`config.mk`:
```
export PLATFORM = sky130hd
export DESIGN_NAME = instr_fetch_unit_flat
export DESIGN_NICKNAME = d
export VERILOG_FILES = /design/src/rtl/instr_fetch_unit_if.sv /design/src/rtl/instr_fetch_unit.sv /design/src/flat_wrapper.sv
export SDC_FILE = /design/constraint.sdc
export NUM_CORES = 1
export LEC_CHECK = 0
export ABC_CLOCK_PERIOD_IN_PS = 6700
export CORE_UTILIZATION = 40
export DETAILED_ROUTE_END_ITERATION = 6
export PLACE_DENSITY = 0.66
export SYNTH_ARGS = -nofsm -noshare
export SYNTH_HDL_FRONTEND = slang
export SYNTH_SLANG_ARGS = --single-unit
export TNS_END_PERCENT = 20
```
`constraint.sdc`:
```
create_clock -name clk -period 6.7 [get_ports clk]
set_input_delay 2.01 -clock clk [delete_from_list [all_inputs] [get_ports clk]]
set_output_delay 2.01 -clock clk [all_outputs]
set_load 0.005 [all_outputs]
```
`src/rtl/instr_fetch_unit_if.sv`:
```
// Fetch-to-decode bundle for instr_fetch_unit: ROM port, redirect port,
// fetch enable, the decode-side valid/ready stream and the halt status.
// The master modport is the fetch unit's view. The slave modport is the
// view of the surrounding ROM and decode logic.
interface instr_fetch_unit_if #(
  parameter int PC_W    = 3,
  parameter int INSTR_W = 16
);
  logic               en;
  logic [PC_W-1:0]    imem_addr;
  logic [INSTR_W-1:0] imem_rdata;
  logic               redirect_valid;
  logic [PC_W-1:0]    redirect_pc;
  logic               if_valid;
  logic               if_ready;
  logic [INSTR_W-1:0] if_instr;
  logic [PC_W-1:0]    if_pc;
  logic               halted;

  modport master (
    input  en, imem_rdata, redirect_valid, redirect_pc, if_ready,
    output imem_addr, if_valid, if_instr, if_pc, halted
  );

  modport slave (
    output en, imem_rdata, redirect_valid, redirect_pc, if_ready,
    input  imem_addr, if_valid, if_instr, if_pc, halted
  );
endinterface

```
`src/rtl/instr_fetch_unit.sv`:
```
// instr_fetch_unit: owns the PC and reads the combinational instruction ROM.
// It buffers {pc, instr} pairs in a 2-entry queue and presents them to decode
// over a valid/ready handshake. A redirect flushes the queue and reloads the PC.
// Optional feature macro: IFETCH_HALT_EN. When it is defined, an opcode of 4'hF
// in the top nibble stops fetching after that instruction has been queued.
// Slot 0 of the queue is always the head, so every output comes straight from
// a register.
module instr_fetch_unit #(
  parameter int PC_W     = 3,
  parameter int INSTR_W  = 16,
  parameter int RESET_PC = 0
) (
  input  logic                clk,
  input  logic                rst,
  instr_fetch_unit_if.master  bus
);

  logic [1:0]         count_reg, count_next;
  logic               valid_reg;
  logic [PC_W-1:0]    pc_reg, pc_next;
  logic [PC_W-1:0]    q_pc_reg    [2];
  logic [PC_W-1:0]    q_pc_next   [2];
  logic [INSTR_W-1:0] q_instr_reg [2];
  logic [INSTR_W-1:0] q_instr_next[2];
  logic               halted_reg;
  logic               pop, push;

  // Handshake decisions plus next queue, count and PC; redirect overrides everything
  always_comb begin
    pop          = valid_reg & bus.if_ready;
    push         = bus.en & ~halted_reg & ~bus.redirect_valid &
                   ((count_reg != 2'd2) | pop);
    count_next   = count_reg;
    pc_next      = pc_reg;
    q_pc_next    = q_pc_reg;
    q_instr_next = q_instr_reg;
    if (bus.redirect_valid) begin
      count_next = 2'd0;
      pc_next    = bus.redirect_pc;
    end else begin
      if (push) begin
        pc_next = pc_reg + PC_W'(1);
      end
      case ({push, pop})
        2'b10: begin
          // Append at the tail: slot 0 when empty, otherwise slot 1
          if (count_reg == 2'd0) begin
            q_pc_next[0]    = pc_reg;
            q_instr_next[0] = bus.imem_rdata;
          end else begin
            q_pc_next[1]    = pc_reg;
            q_instr_next[1] = bus.imem_rdata;
          end
          count_next = count_reg + 2'd1;
        end
        2'b01: begin
          // Advance the second entry to the head; a lone head simply stays as stale data
          if (count_reg == 2'd2) begin
            q_pc_next[0]    = q_pc_reg[1];
            q_instr_next[0] = q_instr_reg[1];
          end
          count_next = count_reg - 2'd1;
        end
        2'b11: begin
          // Simultaneous pop and push: occupancy is unchanged, contents shift by one
          if (count_reg == 2'd2) begin
            q_pc_next[0]    = q_pc_reg[1];
            q_instr_next[0] = q_instr_reg[1];
            q_pc_next[1]    = pc_reg;
            q_instr_next[1] = bus.imem_rdata;
          end else begin
            q_pc_next[0]    = pc_reg;
            q_instr_next[0] = bus.imem_rdata;
          end
        end
        default: ;
      endcase
    end
  end

  // Control state: PC, occupancy and a registered copy of "queue not empty"
  always_ff @(posedge clk or posedge rst) begin
    if (rst) begin
      pc_reg    <= PC_W'(RESET_PC);
      count_reg <= 2'd0;
      valid_reg <= 1'b0;
    end else begin
      pc_reg    <= pc_next;
      count_reg <= count_next;
      valid_reg <= (count_next != 2'd0);
    end
  end

  genvar gi;
  generate
    for (gi = 0; gi < 2; gi++) begin : g_slot
      // Queue slot storage, cleared on reset so the head reads as zero
      always_ff @(posedge clk or posedge rst) begin
        if (rst) begin
          q_pc_reg[gi]    <= '0;
          q_instr_reg[gi] <= '0;
        end else begin
          q_pc_reg[gi]    <= q_pc_next[gi];
          q_instr_reg[gi] <= q_instr_next[gi];
        end
      end
    end
  endgenerate

`ifdef IFETCH_HALT_EN
  logic halt_op;
  assign halt_op = (bus.imem_rdata[INSTR_W-1 -: 4] == 4'hF);

  // Halt latches when a HALT opcode is enqueued; only a redirect or reset clears it
  always_ff @(posedge clk or posedge rst) begin
    if (rst) begin
      halted_reg <= 1'b0;
    end else if (bus.redirect_valid) begin
      halted_reg <= 1'b0;
    end else if (push && halt_op) begin
      halted_reg <= 1'b1;
    end
  end
`else
  assign halted_reg = 1'b0;
`endif

  assign bus.imem_addr = pc_reg;
  assign bus.if_valid  = valid_reg;
  assign bus.if_pc     = q_pc_reg[0];
  assign bus.if_instr  = q_instr_reg[0];
  assign bus.halted    = halted_reg;

endmodule

```
`src/flat_wrapper.sv`:
```
// flat-port wrapper written by rule: the top's interface ports become plain ports
module instr_fetch_unit_flat 
#(
  parameter int PC_W     = 3,
  parameter int INSTR_W  = 16,
  parameter int RESET_PC = 0
)
  (clk, rst, bus_en, bus_imem_rdata, bus_redirect_valid, bus_redirect_pc, bus_if_ready, bus_imem_addr, bus_if_valid, bus_if_instr, bus_if_pc, bus_halted);
  instr_fetch_unit_if #(.PC_W(PC_W), .INSTR_W(INSTR_W)) bus_i ();
  input  logic clk;
  input  logic rst;
  input wire logic [$bits(bus_i.en)-1:0] bus_en;
  input wire logic [$bits(bus_i.imem_rdata)-1:0] bus_imem_rdata;
  input wire logic [$bits(bus_i.redirect_valid)-1:0] bus_redirect_valid;
  input wire logic [$bits(bus_i.redirect_pc)-1:0] bus_redirect_pc;
  input wire logic [$bits(bus_i.if_ready)-1:0] bus_if_ready;
  output wire logic [$bits(bus_i.imem_addr)-1:0] bus_imem_addr;
  output wire logic [$bits(bus_i.if_valid)-1:0] bus_if_valid;
  output wire logic [$bits(bus_i.if_instr)-1:0] bus_if_instr;
  output wire logic [$bits(bus_i.if_pc)-1:0] bus_if_pc;
  output wire logic [$bits(bus_i.halted)-1:0] bus_halted;
  assign bus_i.en = bus_en;
  assign bus_i.imem_rdata = bus_imem_rdata;
  assign bus_i.redirect_valid = bus_redirect_valid;
  assign bus_i.redirect_pc = bus_redirect_pc;
  assign bus_i.if_ready = bus_if_ready;
  assign bus_imem_addr = bus_i.imem_addr;
  assign bus_if_valid = bus_i.if_valid;
  assign bus_if_instr = bus_i.if_instr;
  assign bus_if_pc = bus_i.if_pc;
  assign bus_halted = bus_i.halted;
  instr_fetch_unit #(.PC_W(PC_W), .INSTR_W(INSTR_W), .RESET_PC(RESET_PC)) u_core (.clk(clk), .rst(rst), .bus(bus_i));
endmodule
```
==> implementation parameters, run 1 <==
Parameter                              Value

Cells and area
  Share of layout cells above drive strength 1 ... 15.3%
  End-of-flow core utilization ... 50.5%
  Area Growth Syn to Fin ... 19.8%
  Final Net Count ... 241
  Most frequent standard cell in the layout excluding fill and tap cells ... sky130_fd_sc_hd__clkdlybuf4s50_1
  Number of diodes ... 0
  Commonest non-fill, non-tap cells in the layout ... sky130_fd_sc_hd__clkdlybuf4s50_1 (46), sky130_fd_sc_hd__dfrtp_1 (44), sky130_fd_sc_hd__o21ai_0 (23)
  Count of filler cells inserted in the layout ... 499

Placement
  PortBufs ... 46
  Final estimated routing congestion in global placement ... 0.720
  HPWL after detailed placement ... 2.42 mm
  Worst slack at placement ... 1750 ps

Floorplan
  Die ar. ... 5780 um^2
  Starting density of the core ... 42.1%
  Rows ... 26
  Height of the die ... 76.1 um
  Core area ... 5200 um^2
  Count of boundary I/O pins ... 48
  Die W ... 76.1 um

CTS
  TritonCTS clock tree ... yes
  Clock Pin Slew Worst Setup and Hold Paths ... 80 ps
  Hold bufs inserted after CTS ... 0
  Gates resized, CTS repair ... 0
  Inserted Clock Buffers ... 5
  Worst-skew pair later-pin latency ... 280 ps
  Bufs on Longest Clock Path ... 2
  Clock sink count ... 44
  Root Driver ... sky130_fd_sc_hd__clkbuf_8
  Post-CTS setup-driven buffer insertion count ... 0
  H-tree depth reported by CTS ... 2

Drt
  Post-DR vias/cell ... 4.69
  Total number of vias ... 1337
  Routed wirelength normalized by instance count ... 12.7 um
  Number of DRC markers in iteration 0 ... 69
  Sum of routed wire length over all layers ... 3.62 mm
  DRT Pass-1 Iters ... 2
  Antenna-violating nets left ... 0
  DRC violation count after routing ... 0

Worst setup path
  Critical Path Sink ... u_core.q_instr_reg[7]
  Depth of the most critical reg-to-reg path ... 6
  Endpoint arrival time on the critical path ... 4770 ps
  Master of the slowest instance on the critical path ... sky130_fd_sc_hd__a221o_1
  Max stage delay on crit path ... 840 ps
  Category of the critical setup timing path ... input pin to flop
  Worst setup SP type ... input pin
  Crit path buffers/inverters ... 1
  CP Data Required Time ... 6870 ps
  Worst reg2reg endpoint ... u_core.q_instr_reg[1]
  Register-to-Register Setup Slack ... 3930 ps
  Gate family responsible for the most delay along the worst path ... compound AO/OA/AOI/OAI gates
  Worst flop-to-flop path startpoint ... u_core.count_reg[0]
  Critical-path maximum fanout ... 19
  Logic depth of the worst setup path including buffers ... 7
  Capturing element type of the critical path ... flop
  Critical path startpoint ... bus_redirect_valid
  List of cells traversed by the critical path ... clkdlybuf4s50_1 > nand2b_4 > a21oi_1 > ha_1 > or3_1 > a221o_1 > mux2_2

STA
  Maximum clock frequency ... 217 MHz
  Final Setup Violations ... 0
  Shortest period the worst path allows ... 4600 ps
  Least setup slack across all paths after layout ... 2100 ps
  Post-Route Setup TNS ... 0 ps
  Setup clock skew after layout ... 5.36 ps
  Count of pins over their slew limit ... 0
  Part of the cycle the worst path needs ... 68.7%
  Setup repair after global routing missed its margin ... no
  Post-Route Hold Slack ... 482 ps
  Worst-case headroom to the max-slew limit ... 30.3%
  Final hold violation count ... 0
  Least-Margin Pin Slew ... 1050 ps

Synthesis
  Flops & latches, synth ... 44
  Count of cell types in the netlist ... 30
  Number of warnings reported in the yosys synthesis log ... 0
  Number of instances in the synthesized netlist ... 189
  Mapped cell area ... 2190 um^2
  Average size of a mapped cell ... 11.6 um^2
  Mapped Nets ... 216
  Portion of the post-synthesis area used by sequential elements ... 50.2%

Pwr
  Total Power Consumption ... 884 uW
  Leak Pwr ... 1.14 nW
  Maximum VDD drop ... 0.138 mV
  Cell area power density ... 336 nW/um^2

GRT
  Overall fraction of global-route tracks in use ... 13.8%
  Remaining global-route overflow ... 0
  Number of antenna violations at the first check in global routing ... 0
  Global-route wire length before repair ... 6.33 mm
  Pin count of the biggest net entering global routing ... 45
  Number of global-route vias before repair ... 1360

Job
  Max-capacitance violation count ... 0

Run status
  Result of the run ... complete, no violations

Min path
  Worst hold path type ... flop to flop
==> kinds of logic (layout without fill, tap and decap cells) <==
group / count (synthesis) / count (layout) / share of synthesized area, %
compound gates: 30 / 30 / 7.70
xor+xnor: 5 / 5 / 2.00
fa+ha+maj: 3 / 3 / 1.71
buf+inv: 32 / 58 / 10.3
flops: 44 / 44 / 50.2
mux: 39 / 39 / 20.6
other cells: 1 / 1 / 0.171
simple gates: 35 / 35 / 7.36
==> worst min path at each step <==
stage | slack (ps) | start | endpoint | cells after the start
floorplan | 450 | u_core.bus.if_instr[0] | u_core.bus.if_instr[0] | 2
global placement | 460 | u_core.bus.if_instr[1] | u_core.bus.if_instr[1] | 2
detailed placement | 470 | u_core.bus.if_pc[1] | u_core.bus.if_pc[1] | 2
global route | 500 | u_core.bus.if_instr[14] | u_core.bus.if_instr[14] | 2
CTS | 490 | u_core.bus.if_pc[1] | u_core.bus.if_pc[1] | 2
finish | 480 | u_core.bus.if_instr[1] | u_core.bus.if_instr[1] | 2
==> routing by layer <==
layer	share of wire [%]	global-route usage, %
met5	0	0
met1	47	18.1
met2	48	22.3
met3	3.6	3.11
met4	0.88	5.19
==> cell type report <==
cell class	count	area (um^2)	share of cell area (%)
clock buffers	6	82.6	3.14
clock inverters	2	10.0	0.381
inverters	3	11.3	0.429
multi-input cells	113	867	33.0
flip-flops and latches	44	1100	41.9
well taps	70	87.6	3.33
repair buffers	47	468	17.8
==> worst reg2reg max path, stage by stage, from the launching register on <==
cell	delay, ps
sky130_fd_sc_hd__dfrtp_1	450
sky130_fd_sc_hd__and2b_1	300
sky130_fd_sc_hd__a21oi_1	170
sky130_fd_sc_hd__ha_1	220
sky130_fd_sc_hd__or3_1	370
sky130_fd_sc_hd__a221o_1	710
sky130_fd_sc_hd__mux2_4	450
==> where the power goes <==
part           switching, mW  internal [mW]
registers             0.0592          0.373
clock network         0.0850         0.0823
logic                 0.0922          0.192
total                  0.236          0.648
==> synthesized netlist by cell type <==
| cell | count | area share, % |
|---|---|---|
| sky130_fd_sc_hd__a21oi_1 | 2 | 0.46 |
| sky130_fd_sc_hd__buf_2 | 2 | 0.46 |
| sky130_fd_sc_hd__inv_1 | 3 | 0.51 |
| sky130_fd_sc_hd__nand2b_4 | 1 | 0.63 |
| sky130_fd_sc_hd__buf_12 | 1 | 0.91 |
| sky130_fd_sc_hd__nand2_2 | 1 | 0.29 |
| sky130_fd_sc_hd__or3_1 | 1 | 0.29 |
| sky130_fd_sc_hd__and2b_1 | 1 | 0.34 |
| sky130_fd_sc_hd__nand2b_1 | 1 | 0.29 |
| sky130_fd_sc_hd__mux2i_1 | 20 | 9.1 |
| sky130_fd_sc_hd__xnor2_1 | 5 | 2.0 |
| sky130_fd_sc_hd__o21ba_2 | 1 | 0.46 |
| sky130_fd_sc_hd__nand3b_1 | 1 | 0.34 |
| sky130_fd_sc_hd__a211oi_1 | 1 | 0.34 |
| sky130_fd_sc_hd__and3_1 | 1 | 0.29 |
| sky130_fd_sc_hd__ha_1 | 3 | 1.7 |
| sky130_fd_sc_hd__clkbuf_1 | 4 | 0.68 |
| sky130_fd_sc_hd__mux2_2 | 9 | 4.6 |
| sky130_fd_sc_hd__nand2_1 | 22 | 3.8 |
| sky130_fd_sc_hd__nor2_1 | 4 | 0.68 |
| sky130_fd_sc_hd__o21ai_0 | 23 | 5.2 |
| sky130_fd_sc_hd__buf_4 | 21 | 7.2 |
| sky130_fd_sc_hd__a221o_1 | 1 | 0.46 |
| sky130_fd_sc_hd__mux2_4 | 10 | 6.8 |
| sky130_fd_sc_hd__buf_6 | 1 | 0.51 |
| sky130_fd_sc_hd__o211ai_1 | 1 | 0.34 |
| sky130_fd_sc_hd__conb_1 | 1 | 0.17 |
| sky130_fd_sc_hd__dfrtp_1 | 44 | 50 |
| sky130_fd_sc_hd__a31o_2 | 1 | 0.40 |
| sky130_fd_sc_hd__nor3_1 | 2 | 0.46 |
==> stage by stage <==
step,instance area [um^2],cells
2_1_floorplan,2190,189
3_5_place_dp,2530,277
6_report,2630,285
3_3_place_gp,2530,277
5_1_grt,2630,285
4_1_cts,2630,285
Power figures use the tool's default switching activity.
==> run 2, diff against run 1 <==
--- a/config.mk
+++ b/config.mk
@@ -5,10 +5,10 @@
 export SDC_FILE = /design/constraint.sdc
 export NUM_CORES = 1
 export LEC_CHECK = 0
-export ABC_CLOCK_PERIOD_IN_PS = 6700
+export ABC_CLOCK_PERIOD_IN_PS = 4000
 export CORE_UTILIZATION = 40
 export DETAILED_ROUTE_END_ITERATION = 6
-export PLACE_DENSITY = 0.66
+export PLACE_DENSITY = 0.68
 export SYNTH_ARGS = -nofsm -noshare
 export SYNTH_HDL_FRONTEND = slang
 export SYNTH_SLANG_ARGS = --single-unit
==> constraint.sdc (replaced) <==
create_clock -name clk -period 4 [get_ports clk]
set_input_delay 1.2 -clock clk [delete_from_list [all_inputs] [get_ports clk]]
set_output_delay 1.2 -clock clk [all_outputs]
set_load 0.005 [all_outputs]
==> run 2 against run 1 <==
Effect of this change: routed wire length down 0.41%; worst setup slack got worse by 1300 ps; sequential cell count unchanged; critical path depth is 1 higher; via count about the same; count of clock-buffer cells in the layout decreased by 1; register-to-register slack worse by 2400 ps; non-clock buffer count up 3; sequential power up 68%; die area stayed put; utilization increased by 1.1 points; critical endpoint is now u_core.q_pc_reg[0].
==> implementation parameters, run 2 (same netlist as run 1, synthesis figures left out) <==
Parameter                              Value

STA
  Final hold violation count ... 0 (unchanged)
  Post-Route Hold Slack ... 482 ps (about the same)
  Shortest period the worst path allows ... 3200 ps
  Setup repair after global routing missed its margin ... no (unchanged)
  Final Setup Violations ... 0 (unchanged)
  Maximum clock frequency ... 313 MHz
  Setup clock skew after layout ... 5.18 ps (was 5.36 ps)
  Worst-case headroom to the max-slew limit ... 39.3% (was 30.3%)
  Count of pins over their slew limit ... 0 (unchanged)
  Least-Margin Pin Slew ... 909 ps (was 1050 ps)
  Post-Route Setup TNS ... 0 ps (unchanged)
  Part of the cycle the worst path needs ... 80.0%

Floorplan
  Die W ... 76.1 um (unchanged)
  Core area ... 5200 um^2 (unchanged)
  Height of the die ... 76.1 um (unchanged)
  Rows ... 26 (unchanged)
  Starting density of the core ... 42.1% (unchanged)
  Count of boundary I/O pins ... 48 (unchanged)
  Die ar. ... 5780 um^2 (unchanged)

Worst setup path
  Category of the critical setup timing path ... input pin to flop (unchanged)
  List of cells traversed by the critical path ... clkdlybuf4s50_1 > nand2_2 > a21oi_1 > ha_1 > or3_1 > a221o_1 > buf_4 > mux2_4 (was clkdlybuf4s50_1 > nand2b_4 > a21oi_1 > ha_1 > or3_1 > a221o_1 > mux2_2)
  CP Data Required Time ... 4170 ps (was 6870 ps)
  Capturing element type of the critical path ... flop (unchanged)
  Master of the slowest instance on the critical path ... sky130_fd_sc_hd__clkdlybuf4s50_1 (was sky130_fd_sc_hd__a221o_1)
  Endpoint arrival time on the critical path ... 3370 ps (was 4770 ps)
  Critical-path maximum fanout ... 9 (was 19)
  Worst setup SP type ... input pin (unchanged)
  Max stage delay on crit path ... 440 ps (was 840 ps)

Drt
  Routed wirelength normalized by instance count ... 12.6 um (was 12.7 um)
  Total number of vias ... 1338 (was 1337)
  Post-DR vias/cell ... 4.66 (was 4.69)
  Antenna-violating nets left ... 0 (unchanged)
  DRT Pass-1 Iters ... 4 (was 2)
  Number of DRC markers in iteration 0 ... 86 (was 69)
  Sum of routed wire length over all layers ... 3.61 mm (was 3.62 mm)
  DRC violation count after routing ... 0 (unchanged)

CTS
  Clock sink count ... 44 (unchanged)
  Hold bufs inserted after CTS ... 0 (unchanged)
  Worst-skew pair later-pin latency ... 280 ps (about the same)
  Inserted Clock Buffers ... 5 (unchanged)
  Clock Pin Slew Worst Setup and Hold Paths ... 80 ps (about the same)
  TritonCTS clock tree ... yes (unchanged)
  H-tree depth reported by CTS ... 2 (unchanged)
  Root Driver ... sky130_fd_sc_hd__clkbuf_8 (unchanged)
  Bufs on Longest Clock Path ... 2 (unchanged)
  Gates resized, CTS repair ... 0 (unchanged)
  Post-CTS setup-driven buffer insertion count ... 0 (unchanged)

Pwr
  Design internal power ... 1.19 mW (was 648 uW)
  Share of power burned in registers ... 45.6% (was 48.9%)
  Maximum VDD drop ... 0.228 mV (was 0.138 mV)
  Total Power Consumption ... 1.59 mW (was 884 uW)
  Cell area power density ... 593 nW/um^2 (was 336 nW/um^2)
  Sw Pwr ... 398 uW (was 236 uW)
  Leak Pwr ... 1.17 nW (was 1.14 nW)
  Combinational fraction of design power ... 30.1% (was 32.2%)
  Clock share of power ... 24.3% (was 18.9%)
  Switch share ... 25.0% (was 26.7%)

Min path
  Worst hold path type ... flop to flop (unchanged)

Cells and area
  Final Net Count ... 244 (was 241)
  Share of layout cells above drive strength 1 ... 16.1% (was 15.3%)
  Commonest non-fill, non-tap cells in the layout ... sky130_fd_sc_hd__clkdlybuf4s50_1 (46), sky130_fd_sc_hd__dfrtp_1 (44), sky130_fd_sc_hd__o21ai_0 (23) (unchanged)
  End-of-flow core utilization ... 51.6% (was 50.5%)
  Most frequent standard cell in the layout excluding fill and tap cells ... sky130_fd_sc_hd__clkdlybuf4s50_1 (unchanged)
  Number of diodes ... 0 (unchanged)
  Final Non-Filler Cells ... 287 (was 285)
  Area Growth Syn to Fin ... 22.5% (was 19.8%)

GRT
  Number of global-route vias before repair ... 1310 (was 1360)
  Global-route wire length before repair ... 6.18 mm (was 6.33 mm)
  Remaining global-route overflow ... 0 (unchanged)
  Overall fraction of global-route tracks in use ... 13.5% (was 13.8%)
  Pin count of the biggest net entering global routing ... 45 (unchanged)
  Number of antenna violations at the first check in global routing ... 0 (unchanged)

Placement
  PortBufs ... 46 (unchanged)
  HPWL after detailed placement ... 2.46 mm (was 2.42 mm)
  Final estimated routing congestion in global placement ... 0.757 (was 0.720)
  Placed insts ... 280 (was 277)

Job
  Max-capacitance violation count ... 0 (unchanged)

Run status
  Result of the run ... complete, no violations (unchanged)
[run 2: changes by cell type in the layout (fill, tap and decap cells not counted), sizes merged]
cell and change:
clkbuf -1, buf +3, clkinv -2, bufinv +2
[run 2: routing by layer]
metal  up-vias  routed length (um)  track usage [%]  part of all wire [%]
met3         4                 126             2.99                   3.5
li1        677                   -                -                     -
met4         0                  36             4.62                   1.0
met1       631                1700             17.5                    47
met5         -                   0                0                     0
met2        26                1740             22.4                    48
[run 2: layout make-up]
class                   count  area (um^2)
fillers                   468         2520
flip-flops and latches     44         1100
multi-input cells         113          867
repair buffers             50          490
well taps                  70         87.6
clock buffers               5         68.8
clock inverters             2         60.1
inverters                   3         11.3
[run 2: metrics by stage]
step	setup WS (ps)	area, um^2
finish	802	2690
global route	659	2690
CTS	803	2690
detailed placement	494	2560
global placement	556	2560
floorplan	996	2190
[run 2: worst paths after layout]
kind / startpoint / endpoint / slack, ps / cells past startpoint
setup / recovery: bus_if_ready / u_core.q_pc_reg[0] / 800 / 8
hold / removal: u_core.bus.if_instr[13] / u_core.bus.if_instr[13] / 480 / 2
setup reg to reg: u_core.count_reg[0] / u_core.q_pc_reg[0] / 1540 / 7
hold reg to reg: u_core.bus.if_instr[13] / u_core.bus.if_instr[13] / 480 / 2
max in group asynchronous: rst / u_core.bus.if_pc[1] / 2010 / 2
min in group asynchronous: rst / u_core.bus.if_instr[8] / 1430 / 2
[run 2: power groups by stage]
stage | Sequential [mW] | Clock, mW | Combinational [mW]
after CTS | 0.728 | 0.402 | 0.486
after floorplan | 0.708 | 0 | 0.376
after detailed placement | 0.736 | 0 | 0.486
after global routing | 0.751 | 0.422 | 0.528
final | 0.726 | 0.387 | 0.479
after global placement | 0.731 | 0 | 0.475
[run 2: worst max-delay path: cells and delay by family]
family	cells	cell delay, ps
AO/OA/AOI/OAI	2	500
adder cells (fa/ha/maj)	1	220
buffers and inverters	2	640
multiplexers	1	310
AND/OR/NAND/NOR	2	500
==> run 3, diff against run 2 <==
--- a/config.mk
+++ b/config.mk
@@ -5,10 +5,10 @@
 export SDC_FILE = /design/constraint.sdc
 export NUM_CORES = 1
 export LEC_CHECK = 0
-export ABC_CLOCK_PERIOD_IN_PS = 4000
+export ABC_CLOCK_PERIOD_IN_PS = 3100
 export CORE_UTILIZATION = 40
 export DETAILED_ROUTE_END_ITERATION = 6
-export PLACE_DENSITY = 0.68
+export PLACE_DENSITY = 0.66
 export SYNTH_ARGS = -nofsm -noshare
 export SYNTH_HDL_FRONTEND = slang
 export SYNTH_SLANG_ARGS = --single-unit
==> constraint.sdc (replaced) <==
create_clock -name clk -period 3.1 [get_ports clk]
set_input_delay 0.93 -clock clk [delete_from_list [all_inputs] [get_ports clk]]
set_output_delay 0.93 -clock clk [all_outputs]
set_load 0.005 [all_outputs]
==> run 3 against run 2 <==
Effect of this change: clock skew fell by 0.54 ps; critical path depth unchanged; first-iteration DRC count fell by 31%; sequential share of layout area down 0.32 points.
==> implementation parameters, run 3 (same netlist as run 1, synthesis figures left out) <==
Parameter                              Value

STA
  Least setup slack across all paths after layout ... 302 ps (was 802 ps)
  Setup repair after global routing missed its margin ... no (unchanged)
  Post-Route Setup TNS ... 0 ps (unchanged)
  Part of the cycle the worst path needs ... 90.3%
  Final hold violation count ... 0 (unchanged)
  Setup clock skew after layout ... 4.64 ps (was 5.18 ps)
  Final Setup Violations ... 0 (unchanged)
  Count of pins over their slew limit ... 0 (unchanged)
  Maximum clock frequency ... 357 MHz
  Shortest period the worst path allows ... 2800 ps

Drt
  DRT Pass-1 Iters ... 4 (unchanged)
  Post-DR vias/cell ... 4.68 (was 4.66)
  Sum of routed wire length over all layers ... 3.79 mm (was 3.61 mm)
  Routed length on met3 ... 150 um (was 126 um)
  Routed length on met1 ... 1.81 mm (was 1.70 mm)
  Wire length on met2 ... 1.78 mm (was 1.74 mm)
  Total number of vias ... 1376 (was 1338)
  Routed wirelength normalized by instance count ... 12.9 um (was 12.6 um)
  Antenna-violating nets left ... 0 (unchanged)
  DRC violation count after routing ... 0 (unchanged)
  Top layer in use ... met4 (unchanged)
  Number of DRC markers in iteration 0 ... 59 (was 86)

Cells and area
  Number of diodes ... 0 (unchanged)
  Most frequent standard cell in the layout excluding fill and tap cells ... sky130_fd_sc_hd__clkdlybuf4s50_1 (unchanged)
  End-of-flow core utilization ... 52.0% (was 51.6%)
  Share of layout cells above drive strength 1 ... 18.8% (was 16.1%)
  Commonest non-fill, non-tap cells in the layout ... sky130_fd_sc_hd__clkdlybuf4s50_1 (46), sky130_fd_sc_hd__dfrtp_1 (44), sky130_fd_sc_hd__o21ai_0 (23) (unchanged)
  Count of filler cells inserted in the layout ... 488 (was 468)
  Final Net Count ... 250 (was 244)
  Area Growth Syn to Fin ... 23.4% (was 22.5%)

Floorplan
  Count of boundary I/O pins ... 48 (unchanged)
  Die W ... 76.1 um (unchanged)
  Height of the die ... 76.1 um (unchanged)
  Core area ... 5200 um^2 (unchanged)
  Die ar. ... 5780 um^2 (unchanged)
  Starting density of the core ... 42.1% (unchanged)
  Rows ... 26 (unchanged)

Pwr
  Sw Pwr ... 527 uW (was 398 uW)
  Switch share ... 27.2% (was 25.0%)
  Combinational fraction of design power ... 32.5% (was 30.1%)
  Clock share of power ... 19.1% (was 24.3%)
  Cell area power density ... 716 nW/um^2 (was 593 nW/um^2)
  Design internal power ... 1.41 mW (was 1.19 mW)
  Leak Pwr ... 1.19 nW (was 1.17 nW)
  Maximum VDD drop ... 0.326 mV (was 0.228 mV)
  Total Power Consumption ... 1.94 mW (was 1.59 mW)
  Share of power burned in registers ... 48.4% (was 45.6%)

CTS
  Inserted Clock Buffers ... 5 (unchanged)
  Clock sink count ... 44 (unchanged)
  Root Driver ... sky130_fd_sc_hd__clkbuf_8 (unchanged)
  Hold bufs inserted after CTS ... 0 (unchanged)
  Gates resized, CTS repair ... 0 (unchanged)
  H-tree depth reported by CTS ... 2 (unchanged)
  Worst-skew pair later-pin latency ... 290 ps (was 280 ps)
  TritonCTS clock tree ... yes (unchanged)
  Post-CTS setup-driven buffer insertion count ... 0 (unchanged)
  Clock Pin Slew Worst Setup and Hold Paths ... 80 ps (about the same)
  Bufs on Longest Clock Path ... 2 (unchanged)

Worst setup path
  Endpoint arrival time on the critical path ... 2980 ps (was 3370 ps)
  Master of the slowest instance on the critical path ... sky130_fd_sc_hd__clkdlybuf4s50_1 (unchanged)
  Depth of the most critical reg-to-reg path ... 7 (unchanged)
  Logic depth of the worst setup path including buffers ... 8 (unchanged)
  Worst setup SP type ... input pin (unchanged)
  Category of the critical setup timing path ... input pin to flop (unchanged)
  Capturing element type of the critical path ... flop (unchanged)
  Gate family responsible for the most delay along the worst path ... buffers and inverters (unchanged)
  Critical-path maximum fanout ... 19 (was 9)
  Crit path buffers/inverters ... 2 (unchanged)
  List of cells traversed by the critical path ... clkdlybuf4s50_1 > nand2b_4 > a21oi_1 > ha_1 > or3_1 > a221o_1 > buf_12 > mux2_4 (was clkdlybuf4s50_1 > nand2_2 > a21oi_1 > ha_1 > or3_1 > a221o_1 > buf_4 > mux2_4)
  Max stage delay on crit path ... 470 ps (was 440 ps)
  CP Data Required Time ... 3280 ps (was 4170 ps)

Min path
  Worst hold path type ... flop to flop (unchanged)
  Hold-critical path depth ... 2 (unchanged)

Run status
  Result of the run ... complete, no violations (unchanged)

GRT
  Number of global-route vias before repair ... 1403 (was 1310)
  Overall fraction of global-route tracks in use ... 14.2% (was 13.5%)
  Global-route wire length before repair ... 6.46 mm (was 6.18 mm)
  Pin count of the biggest net entering global routing ... 39 (was 45)
  Remaining global-route overflow ... 0 (unchanged)
  Number of antenna violations at the first check in global routing ... 0 (unchanged)

Job
  Max-capacitance violation count ... 0 (unchanged)

Placement
  PortBufs ... 46 (unchanged)
  Final estimated routing congestion in global placement ... 0.800 (was 0.757)
  Worst slack at placement ... -11.0 ps (was 494 ps)
==> run 3: changes by cell type in the layout (fill, tap and decap cells not counted), sizes merged <==
cell,change
buf,+6
bufinv,-2
clkbuf,+1
clkinv,+2
==> run 3: path summary, 6_finish.rpt <==
path / slack (ps) / to / start
setup / recovery: 300 / u_core.q_pc_reg[1] / bus_redirect_valid
hold / removal: 480 / u_core.bus.if_instr[0] / u_core.bus.if_instr[0]
setup reg to reg: 710 / u_core.q_pc_reg[1] / u_core.count_reg[0]
hold reg to reg: 480 / u_core.bus.if_instr[0] / u_core.bus.if_instr[0]
max in group asynchronous: 1620 / u_core.q_instr_reg[15] / rst
min in group asynchronous: 930 / u_core.q_instr_reg[3] / rst
==> run 3: cell type report <==
| class | instances | area [um^2] | area share (%) |
|---|---|---|---|
| Tap cell | 70 | 87.6 | 3.23 |
| Timing Repair Buffer | 56 | 548 | 20.2 |
| Multi-Input combinational cell | 113 | 867 | 32.0 |
| Inverter | 3 | 11.3 | 0.416 |
| Sequential cell | 44 | 1100 | 40.7 |
| Clock buffer | 6 | 82.6 | 3.05 |
| Clock inverter | 2 | 10.0 | 0.370 |
==> run 3: stage by stage <==
stage	hold slack (ps)	std cells	cell area, um^2
floorplan	451	189	2190
global placement	460	286	2620
detailed placement	470	286	2620
CTS	489	294	2710
global route	509	294	2710
finish	482	294	2710
==> run 3: worst min-delay path, delay by kind of cell (launching register included) <==
kind	cells	cell delay, ps
AND/OR/NAND/NOR	1	50
flip-flops	1	350
AO/OA/AOI/OAI	1	60
==> run 3: power by group through the flow <==
stage / sequential (mW) / combinational (mW) / clock [mW]
after floorplan: 0.913 / 0.485 / 0
after global placement: 0.943 / 0.626 / 0
after detailed placement: 0.949 / 0.639 / 0
after CTS: 0.939 / 0.639 / 0.381
after global routing: 0.969 / 0.693 / 0.403
final: 0.938 / 0.629 / 0.371
==> run 3: layer usage <==
layer	vias up	GRT usage (%)
li1	690	-
met1	655	18.2
met2	26	23.2
met3	5	3.23
met4	0	5.77
met5	-	0
==> RTL edit 1 (settings of run 3) <==
`PC_W` is set to 3 in 3 places; all go to 6.
--- a/src/rtl/instr_fetch_unit_if.sv
+++ b/src/rtl/instr_fetch_unit_if.sv
@@ -3,7 +3,7 @@
 // The master modport is the fetch unit's view. The slave modport is the
 // view of the surrounding ROM and decode logic.
 interface instr_fetch_unit_if #(
-  parameter int PC_W    = 3,
+  parameter int PC_W    = 6,
   parameter int INSTR_W = 16
 );
   logic               en;
--- a/src/rtl/instr_fetch_unit.sv
+++ b/src/rtl/instr_fetch_unit.sv
@@ -6,7 +6,7 @@
 // Slot 0 of the queue is always the head, so every output comes straight from
 // a register.
 module instr_fetch_unit #(
-  parameter int PC_W     = 3,
+  parameter int PC_W     = 6,
   parameter int INSTR_W  = 16,
   parameter int RESET_PC = 0
 ) (
--- a/src/flat_wrapper.sv
+++ b/src/flat_wrapper.sv
@@ -1,7 +1,7 @@
 // flat-port wrapper written by rule: the top's interface ports become plain ports
 module instr_fetch_unit_flat 
 #(
-  parameter int PC_W     = 3,
+  parameter int PC_W     = 6,
   parameter int INSTR_W  = 16,
   parameter int RESET_PC = 0
 )
Interface: changed (resized bus_if_pc, bus_imem_addr and bus_redirect_pc); port bits go from 48 to 57. No check against the original RTL was run, so the function may have changed too.
==> RTL edit 1 against run 3 <==
  * The run now ends with DRC left
  * Routed wire length up 33%
  * Count of clock-buffer cells in the layout increased by 1
  * Sequential share of layout area decreased by 1.2 points
  * Sequential cell count is 9 higher
  * Area after synthesis increased by 24%
  * Final area rose by 24%
  * Sequential power increased by 19%
  * Total power increased by 19%
  * Final cell count rose by 19%
  * Register-to-register slack better by 0.05 ns
  * Die area grew 23%
  * Setup slack better by 0.044 ns
  * Highest routed layer unchanged
==> RTL edit 1: results (changes against run 3) <==
Parameter                              Value

Synthesis
  Syn_nets    260 (was 216)
  Largest cells by area after synthesis    dfrtp_1, mux2_4, mux2i_1 (was dfrtp_1, mux2i_1, buf_4)
  Area fraction in compound gates after synthesis    11.3% (was 7.70%)
  Synthesized area divided by synthesized cell count    11.8 um^2 (was 11.6 um^2)
  XOR/XNOR share of the synthesized area    0.967% (was 2.00%)
  Ranking of synthesized cells by instance count    dfrtp_1, nand2_1, buf_4, mux2i_1, mux2_4 (was dfrtp_1, o21ai_0, nand2_1)
  Share of cell area taken by muxes after synthesis    20.3% (was 20.6%)
  Share of synthesized area occupied by flip-flops and latches    48.8% (was 50.2%)

Layout
  Total of plain and repair buffers excluding clock buffers    69 (was 56)
  Multi-Input Combinational    138 (was 113)
  Clock tree buffer count of the final layout    7 (was 6)
  Combined area of the multi-input logic cells    1130 um^2 (was 867 um^2)
  Clock buf/inv share    2.50% (was 3.42%)
  Final net count    303 (was 250)
  Layout fillers    592 (was 488)
  Seq area share    39.5% (was 40.7%)
  Inverters    6 (was 3)
  Proportion of layout cells with a drive suffix above 1    19.0% (was 18.8%)

Status
  Status    complete, but fails checks (was completed)
  Violated checks    DRC

Placed design
  Post-placement cell count    343 (was 286)
  Routability congestion estimate from global placement    0.792 (was 0.800)
  Worst setup slack after placement    0.0112 ns (was -0.0110 ns)
  Count of buffers inserted at the top-level ports    55 (was 46)

Drt
  Via count    1746 (was 1376)
  Wire length on met2    2350 um (was 1780 um)
  Post-Route WL    5030 um (was 3790 um)
  Number of iterations in the first detailed-routing pass    6 (was 4)
  Wire length on met1    2410 um (was 1810 um)
  Avg Vias per Cell    4.97 (was 4.68)
  DRC violation count after routing    8 (was 0)

Global routing
  Met1 usage in global routing    21.6% (was 18.2%)
  GR Layer Usage met2    23.0% (was 23.2%)
  Global Route Usage Sum    15.3% (was 14.2%)
  First-pass GRT wire length    8640 um (was 6460 um)
  Maximum number of pins on one net before global-route repair    54 (was 39)
  Met3 track utilization from global routing    2.95% (was 3.23%)

Timing
  Setup Skew    0.00563 ns (was 0.00464 ns)
  Worst hold-check slack    0.485 ns (was 0.482 ns)

Critical path
  Maximum single-stage delay on the critical path    0.42 ns (was 0.47 ns)
  Reg2reg setup slack    0.76 ns (was 0.71 ns)
  Biggest fanout along the worst timing path    17 (was 19)
  Endpoint of the most critical register-to-register path    u_core.q_pc_reg[5]$_DFFE_PP0P_ (was u_core.q_pc_reg[1]$_DFFE_PP0P_)
  Worst endpoint data arrival time    2.94 ns (was 2.98 ns)
  Reg2Reg Depth    9 (was 7)

Clock network
  Total number of clock tree sinks    53 (was 44)

Power and ir drop
  IR drop worst, VDD    0.235 mV (was 0.326 mV)
  Leakage power figure    1.47 nW (was 1.19 nW)

Worst hold path
  Hold Path End    u_core.bus.if_instr[12]$_DFFE_PP0P_ (was u_core.bus.if_instr[0]$_DFFE_PP0P_)
[RTL edit 1: cell types whose count changed after synthesis, moves of 2 or more]
cell | run 3 | this run
o21ai_1 | 0 | 7
mux2_2 | 9 | 2
o311ai_0 | 0 | 6
nor2b_1 | 0 | 2
nand2_1 | 22 | 29
mux2i_1 | 20 | 23
nand3_1 | 0 | 4
mux2_4 | 10 | 20
dfrtp_1 | 44 | 53
o21ai_0 | 23 | 17
xnor2_1 | 5 | 3
buf_4 | 21 | 23
buf_6 | 1 | 4
inv_1 | 3 | 5
[RTL edit 1: power breakdown]
part	internal [mW]	switching (mW)	leakage (nW)
logic	0.543	0.262	0.771
registers	0.958	0.167	0.658
clock network	0.160	0.218	0.0385
[RTL edit 1: per-stage QoR]
stage | area (um^2) | util (%)
6_report | 3360 | 52.0
5_1_grt | 3360 | 52.0
4_1_cts | 3360 | 52.0
3_5_place_dp | 3270 | 50.7
3_3_place_gp | 3270 | 50.7
2_1_floorplan | 2720 | -
==> RTL edit 2 (flow settings as in run 3) <==
Without the edit above. Build with the macro `IFETCH_HALT_EN` defined.
--- a/src/rtl/instr_fetch_unit.sv
+++ b/src/rtl/instr_fetch_unit.sv
@@ -5,6 +5,8 @@
 // in the top nibble stops fetching after that instruction has been queued.
 // Slot 0 of the queue is always the head, so every output comes straight from
 // a register.
+`define IFETCH_HALT_EN
+
 module instr_fetch_unit #(
   parameter int PC_W     = 3,
   parameter int INSTR_W  = 16,
Formal check against the unedited RTL: not equivalent (Yosys sat finds a counterexample within 4 cycles, from zero or initial values and one cycle with rst high).
==> RTL edit 2 against run 3 <==
  * Setup slack better by 0.12 ns
  * Final area is 3.8% higher
  * Routed wire length increased by 14%
  * Global-route usage up 1.5 points
  * Clock skew about the same
  * Sequential cell count is 1 higher
  * Total power up 2.2%
  * Area after synthesis grew 4.8%
  * Register-to-register slack improved by 0.27 ns
  * Combinational power grew 7.2%
  * Critical path depth fell by 3
  * Fmax up 4.3%
  * Largest power group unchanged
  * Highest routed layer unchanged
==> RTL edit 2: results (changes against run 3) <==
Parameter                              Value

Drt
  Initial DRC Count    24 (was 59)
  Detailed route wirelength on metal3    238 um (was 150 um)
  Wire length on met1    1900 um (was 1810 um)
  Via count    1377 (was 1376)
  Number of iterations in the first detailed-routing pass    3 (was 4)

Critical path
  Maximum single-stage delay on the critical path    0.58 ns (was 0.47 ns)
  Endpoint of the most critical register-to-register path    u_core.bus.if_instr[2]$_DFFE_PP0P_ (was u_core.q_pc_reg[1]$_DFFE_PP0P_)
  Worst endpoint data arrival time    2.87 ns (was 2.98 ns)
  Worst path slowest cell    a21oi_4 (was clkdlybuf4s50_1)
  Kind of cell adding the most delay to the critical path    multiplexers (was buffers and inverters)

Synthesis
  Share of synthesized area occupied by flip-flops and latches    49.0% (was 50.2%)
  Largest cells by area after synthesis    dfrtp_1, mux2_2, buf_4 (was dfrtp_1, mux2i_1, buf_4)
  Adder and majority gate portion of the synthesized area    0.544% (was 1.71%)
  Area fraction in compound gates after synthesis    4.57% (was 7.70%)
  Share of cell area taken by muxes after synthesis    30.4% (was 20.6%)
  Ranking of synthesized cells by instance count    mux2_2, dfrtp_1, buf_4 (was dfrtp_1, o21ai_0, nand2_1)
  Synthesized area divided by synthesized cell count    13.8 um^2 (was 11.6 um^2)
  Cell variety after synth    33 (was 30)
  Syn_nets    192 (was 216)

Layout
  Total of plain and repair buffers excluding clock buffers    52 (was 56)
  Multi-Input Combinational    95 (was 113)
  Combined area of the multi-input logic cells    976 um^2 (was 867 um^2)
  Clock buf/inv share    3.12% (was 3.42%)
  Final net count    227 (was 250)
  Count of non-filler cells in the finished layout    275 (was 294)
  Layout fillers    484 (was 488)
  Count of sequential standard cells    45 (was 44)
  Seq area share    40.1% (was 40.7%)

Timing
  Setup Skew    0.00433 ns (was 0.00464 ns)
  Worst hold-check slack    0.508 ns (was 0.482 ns)

Global routing
  Met1 usage in global routing    18.7% (was 18.2%)
  Met3 track utilization from global routing    4.59% (was 3.23%)
  Maximum number of pins on one net before global-route repair    29 (was 39)
  Global Route Usage Sum    15.7% (was 14.2%)

Placed design
  Routability congestion estimate from global placement    0.757 (was 0.800)
  Worst setup slack after placement    0.0999 ns (was -0.0110 ns)
  Count of buffers inserted at the top-level ports    47 (was 46)
  Post-Place Cell Area    2720 um^2 (was 2620 um^2)
  Post-placement cell count    267 (was 286)

Power and ir drop
  Power density over the cells    704 nW/um^2 (was 716 nW/um^2)
  Leakage power figure    1.15 nW (was 1.19 nW)

Worst hold path
  Cells on Worst Hold Path    1 (was 2)
  Hold Path End    u_core.q_instr_reg[12]$_DFFE_PP0P_ (was u_core.bus.if_instr[0]$_DFFE_PP0P_)

Status
  Status    completed (unchanged)
RTL edit 2: cell count changes after synthesis, sizes merged, moves of 4 or more:
cell	change
mux2	+38
mux2i	-18
nand2	-18
o21ai	-20
xnor2	-5
xor2	+4
RTL edit 2: worst max path at each step:
stage,from,endpoint,slack (ns),depth (start not counted)
after CTS,bus_en,u_core.bus.if_instr[4]$_DFFE_PP0P_,0.42,5
final,bus_en,u_core.bus.if_instr[2]$_DFFE_PP0P_,0.42,5
after global placement,bus_en,u_core.bus.if_instr[13]$_DFFE_PP0P_,0.15,5
after floorplan,bus_en,u_core.bus.if_instr[0]$_DFFE_PP0P_,0.75,6
after detailed placement,bus_en,u_core.bus.if_instr[4]$_DFFE_PP0P_,0.1,5
after global routing,bus_if_ready,u_core.bus.if_instr[4]$_DFFE_PP0P_,0.34,5
RTL edit 2: report_power, final:
part	internal [mW]	total, mW	switching (mW)
combinational	0.475	0.674	0.199
clock	0.159	0.357	0.198
sequential	0.817	0.949	0.133
total	1.45	1.98	0.529
